===== config.mk =====
export PLATFORM = sky130hd
export DESIGN_NAME = gpio_debouncer
export DESIGN_NICKNAME = d
export VERILOG_FILES = /design/src/rtl/gpio_debouncer.sv
export SDC_FILE = /design/constraint.sdc
export NUM_CORES = 1
export LEC_CHECK = 0
export CORE_MARGIN = 10
export CORE_UTILIZATION = 40
export DETAILED_ROUTE_END_ITERATION = 12
export PLACE_DENSITY = 0.61
export SYNTH_ARGS = -nofsm -noshare
export SYNTH_HDL_FRONTEND = slang
export SYNTH_SLANG_ARGS = --single-unit

===== constraint.sdc =====
create_clock -name clock -period 2 [get_ports clock]
set_input_delay 0.2 -clock clock [delete_from_list [all_inputs] [get_ports clock]]
set_output_delay 0.2 -clock clock [all_outputs]
set_load 0.02 [all_outputs]

===== src/rtl/gpio_debouncer.sv =====
// gpio_debouncer: per-channel sync chain, shared sample prescaler,
// stability counters, and registered rise/fall event pulses.
module gpio_debouncer #(
  parameter int CHANNELS        = 3,
  parameter int CLOCK_FREQUENCY = 50000000,
  parameter int SAMPLE_RATE_HZ  = 1000,
  parameter int STABLE_SAMPLES  = 16,
  parameter int SYNC_STAGES     = 2,
  parameter logic [CHANNELS-1:0] RESET_VALUE = '0
) (
  input  logic                clock,
  input  logic                reset,
  input  logic [CHANNELS-1:0] raw_input,
  output logic [CHANNELS-1:0] debounced,
  output logic [CHANNELS-1:0] rise_pulse,
  output logic [CHANNELS-1:0] fall_pulse,
  output logic                changed,
  output logic                sample_tick
);

  localparam int DIVIDER = CLOCK_FREQUENCY / SAMPLE_RATE_HZ;
  localparam int PW = (DIVIDER > 1) ? $clog2(DIVIDER) : 1;
  localparam int CW =
    (STABLE_SAMPLES > 1) ? $clog2(STABLE_SAMPLES) : 1;

  logic [PW-1:0]       r_presc;
  logic                r_sample_tick;
  logic                w_tick;
  logic [CHANNELS-1:0] r_sync [SYNC_STAGES];
  logic [CHANNELS-1:0] w_synced;
  logic [CW-1:0]       r_cnt [CHANNELS];
  logic [CW-1:0]       w_cnt_nxt [CHANNELS];
  logic [CHANNELS-1:0] r_deb;
  logic [CHANNELS-1:0] w_deb_nxt;
  logic [CHANNELS-1:0] r_rise;
  logic [CHANNELS-1:0] r_fall;
  logic [CHANNELS-1:0] w_rise_nxt;
  logic [CHANNELS-1:0] w_fall_nxt;
  logic                r_changed;

  assign w_tick   = (r_presc == PW'(DIVIDER - 1));
  assign w_synced = r_sync[SYNC_STAGES-1];

  always_ff @(posedge clock) begin
    if (reset) begin
      r_presc       <= '0;
      r_sample_tick <= 1'b0;
    end else begin
      r_presc       <= w_tick ? '0 : r_presc + PW'(1);
      r_sample_tick <= w_tick;
    end
  end

  always_ff @(posedge clock) begin
    if (reset) begin
      for (int s = 0; s < SYNC_STAGES; s++)
        r_sync[s] <= RESET_VALUE;
    end else begin
      r_sync[0] <= raw_input;
      for (int s = 1; s < SYNC_STAGES; s++)
        r_sync[s] <= r_sync[s-1];
    end
  end

  // Any matching sample clears progress; a flip needs an
  // unbroken run of STABLE_SAMPLES disagreeing ticks.
  always_comb begin
    w_deb_nxt  = r_deb;
    w_rise_nxt = '0;
    w_fall_nxt = '0;
    for (int i = 0; i < CHANNELS; i++) begin
      w_cnt_nxt[i] = r_cnt[i];
      if (w_tick) begin
        if (w_synced[i] == r_deb[i]) begin
          w_cnt_nxt[i] = '0;
        end else if (r_cnt[i] == CW'(STABLE_SAMPLES - 1)) begin
          w_cnt_nxt[i]  = '0;
          w_deb_nxt[i]  = w_synced[i];
          w_rise_nxt[i] = w_synced[i];
          w_fall_nxt[i] = ~w_synced[i];
        end else begin
          w_cnt_nxt[i] = r_cnt[i] + CW'(1);
        end
      end
    end
  end

  always_ff @(posedge clock) begin
    if (reset) begin
      for (int i = 0; i < CHANNELS; i++)
        r_cnt[i] <= '0;
      r_deb     <= RESET_VALUE;
      r_rise    <= '0;
      r_fall    <= '0;
      r_changed <= 1'b0;
    end else begin
      for (int i = 0; i < CHANNELS; i++)
        r_cnt[i] <= w_cnt_nxt[i];
      r_deb     <= w_deb_nxt;
      r_rise    <= w_rise_nxt;
      r_fall    <= w_fall_nxt;
      r_changed <= |{w_rise_nxt, w_fall_nxt};
    end
  end

  assign debounced   = r_deb;
  assign rise_pulse  = r_rise;
  assign fall_pulse  = r_fall;
  assign changed     = r_changed;
  assign sample_tick = r_sample_tick;

endmodule


==> flow_summary.yaml <==
status:
  status: "finished, violations left"
  violations: "setup timing"
finish:
  fin_area_mm2: 0.00237
  n_antenna_cell: 0
  final_util_pct: 53.2
  n_fill_cell: 423
  fin_cells: 293
  syn2layout_area_growth_pct: 26.7
  nets: 249
  drive_gt1_share_pct: 15.4
global_routing:
  antenna_found_initial: 0
  grt_overflow: 0
  grt_pass1_vias: 1405
  grt_max_degree: 24
  grt_pass1_wl_mm: 6.43
  track_usage_pct: 10.1
logic_synthesis:
  ys_top_cells_by_count: "dfxtp_1 (45), nor2_1 (20), nand3_1 (17), a21oi_1 (16), xnor2_1 (13)"
  synthArstFlopShare_pct: 0
  synth_top_area_cell: "dfxtp_1"
  yosys.area.top_type_share_pct: 48.3
  synth_top_family_by_area: "simple AND/OR/NAND/NOR gates"
  synth-edff-count: 0
  syn-cell-area_mm2: 0.00187
  synth_compound_area_share_pct: 8.91
  synth_area_leaders: "dfxtp_1 (48%), xnor2_1 (6.1%), nand3_1 (4.6%), a21oi_1 (4.3%), nor2_1 (4.0%)"
  yosys_warnings: 0
  synthMuxAreaShare_pct: 0
  synth_xor_area_share_pct: 8.45
  synth_area_per_cell_um2: 8.97
  ys.flop_type: "dfxtp_1"
  synth_nets: 217
  synth_most_common_cell: "dfxtp_1"
  ys_ff_latch: 45
  synth_fa_ha_area_share_pct: 2.68
  synthDistinctLibCells: 31
  synth_simple_gate_area_share_pct: 28.4
  syn_inst: 208
  ys_seq_area_share_pct: 48.3
worst_setup_path:
  cp.arrival_ns: 2.34
  critPathMaxFanout: 7
  worstPathRequired_ns: 2.23
  path_class: "register to register"
  cp-end-kind: "register"
  critPathSlowestCell: "or4_4"
  worstSetupStartpointType: "register"
  cpPeakStageDelay_ns: 0.60
  crit_top_cell: "or4_4"
  crit_chain: "or4_4 -> or4_4 -> or4_1 -> a21oi_1"
cts:
  clkTransAtPathRegs_ns: 0.09
  clk_root_buffer_cell: "clkbuf_8"
  ctsLongestPathBuffers: 2
  insertion_delay_ns: 0.30
  h-tree-depth: 2
  cts_tree: "done"
  cts_num_sinks: 45
  numCtsBuffers: 5
timing:
  slew_viol_final: 0
  fmax_mhz: 474
  fin_crit_sh_pct: 105
  hold_viol: 0
  setup_viol: 5
  worst_pin_slew_ns: 0.514
  setup_slack_ns: -0.108
  finalClockSkew_ns: 0.00954
  slew_headroom_pct: 65.6
  fin_tns_setup_ns: -0.362
  min_period_ns: 2.11
  rsz0062_at_grt: "true"
floorplan:
  die_h_um: 88.3
  die_area_mm2: 0.00780
  placeableCoreArea_mm2: 0.00444
  rows: 24
  die_x_um: 88.3
  io_pins: 16
  start_util_pct: 42.0
placement:
  numPortBuffers: 15
  placed_cell_area_mm2: 0.00217
  gp_routability_congestion: 0.771
  dpl.hpwl_mm: 2.52
  dp_cells: 280
flow_run:
  max_cap_viol_count: 0
detailed_routing:
  drc: 0
  firstDrtPassIters: 4
  routedWlPerCell_um: 12.6
  num_vias: 1523
  via_per_inst: 5.20
  final_antenna_net_count: 0
  drt_iter0_drc: 96
  wl_mm: 3.70
pwr:
  p_total_uw: 1780
  ir_drop_uv: 528
  power.leakage_uw: 0.000862
  powerDensity_mw_per_mm2: 750
worst_hold_path:
  hp-class: "register to register"
[area by class of cell]
| class | count | area [um2] | area share [%] |
|---|---|---|---|
| multi-input cells | 147 | 928 | 39.2 |
| flip-flops and latches | 45 | 907 | 38.3 |
| repair buffers | 34 | 305 | 12.9 |
| clock buffers | 5 | 68.8 | 2.91 |
| clock inverters | 3 | 65.1 | 2.75 |
| well taps | 52 | 65.1 | 2.75 |
| inverters | 7 | 26.3 | 1.11 |
[path summary, 6_finish.rpt]
check,end,slack [ns],depth (start not counted),start
hold reg to reg,r_sync[0][3]$_SDFF_PP0_,0.44,1,r_sync[0][0]$_SDFF_PP0_
setup reg to reg,r_cnt[0][0]$_SDFFE_PP0P_,-0.11,4,r_presc[12]$_SDFF_PP0_
hold / removal,r_sync[0][3]$_SDFF_PP0_,0.44,1,r_sync[0][0]$_SDFF_PP0_
setup / recovery,r_cnt[0][0]$_SDFFE_PP0P_,-0.11,4,r_presc[12]$_SDFF_PP0_
[cells by family after synthesis]
kind of cell,Yosys count
XOR/XNOR,18
AO/OA/AOI/OAI,30
adder cells (fa/ha/maj),4
flip-flops,45
AND/OR/NAND/NOR,95
buffers and inverters,16
[state kept, by name, summed over array words and instances, names as in the netlist]
signal and flops:
fall_pulse 3, changed 1, sample_tick 1, rise_pulse 3, r_cnt 12, r_presc 16
r_sync 6, debounced 3
[power by group]
part	internal (uW)	switching [uW]	leakage (uW)
Combinational	27.8	29.0	0.000428
Clock	496	311	0.0000681
Sequential	904	7.43	0.000366
Total	1430	347	0.000862
[routing by layer]
metal  track usage, %  wire length [um]
met2             16.9              1720
met3             2.85               136
met1             12.0              1800
met4             3.96                50
met5                0                 0
[critical path, delay by kind of cell (launching register included)]
kind,cells,cell delay (ns)
compound gates,1,0.14
simple gates,3,1.56
flops,1,0.35
[cell usage in the layout, fill, tap and decap left out, types with 5 or more instances in the layout]
cell type,count
a21oi_1,14
and3_1,5
buf_4,18
clkbuf_8,5
clkdlybuf4s50_1,15
dfxtp_1,42
inv_1,7
nand2_1,11
nand3_1,17
nor2_1,20
nor2b_1,6
nor4_1,8
xnor2_1,13
xor2_1,5
[stage by stage]
step           worst slack (ns)  hold WS [ns]
6_report                 -0.108         0.441
5_1_grt                  -0.170         0.438
4_1_cts                 -0.0559         0.444
3_5_place_dp            -0.0495         0.422
3_3_place_gp            0.00598         0.417
2_1_floorplan           -0.0864         0.272
[what timing repair did]
action,CTS,global route
setup endpoints to repair,6,16
hold buffers,0,0
pin swaps,0,2
resized for setup,0,10
cloned,0,0
buffers inserted,3,2
No activity file was read; power rests on OpenSTA's default activity.
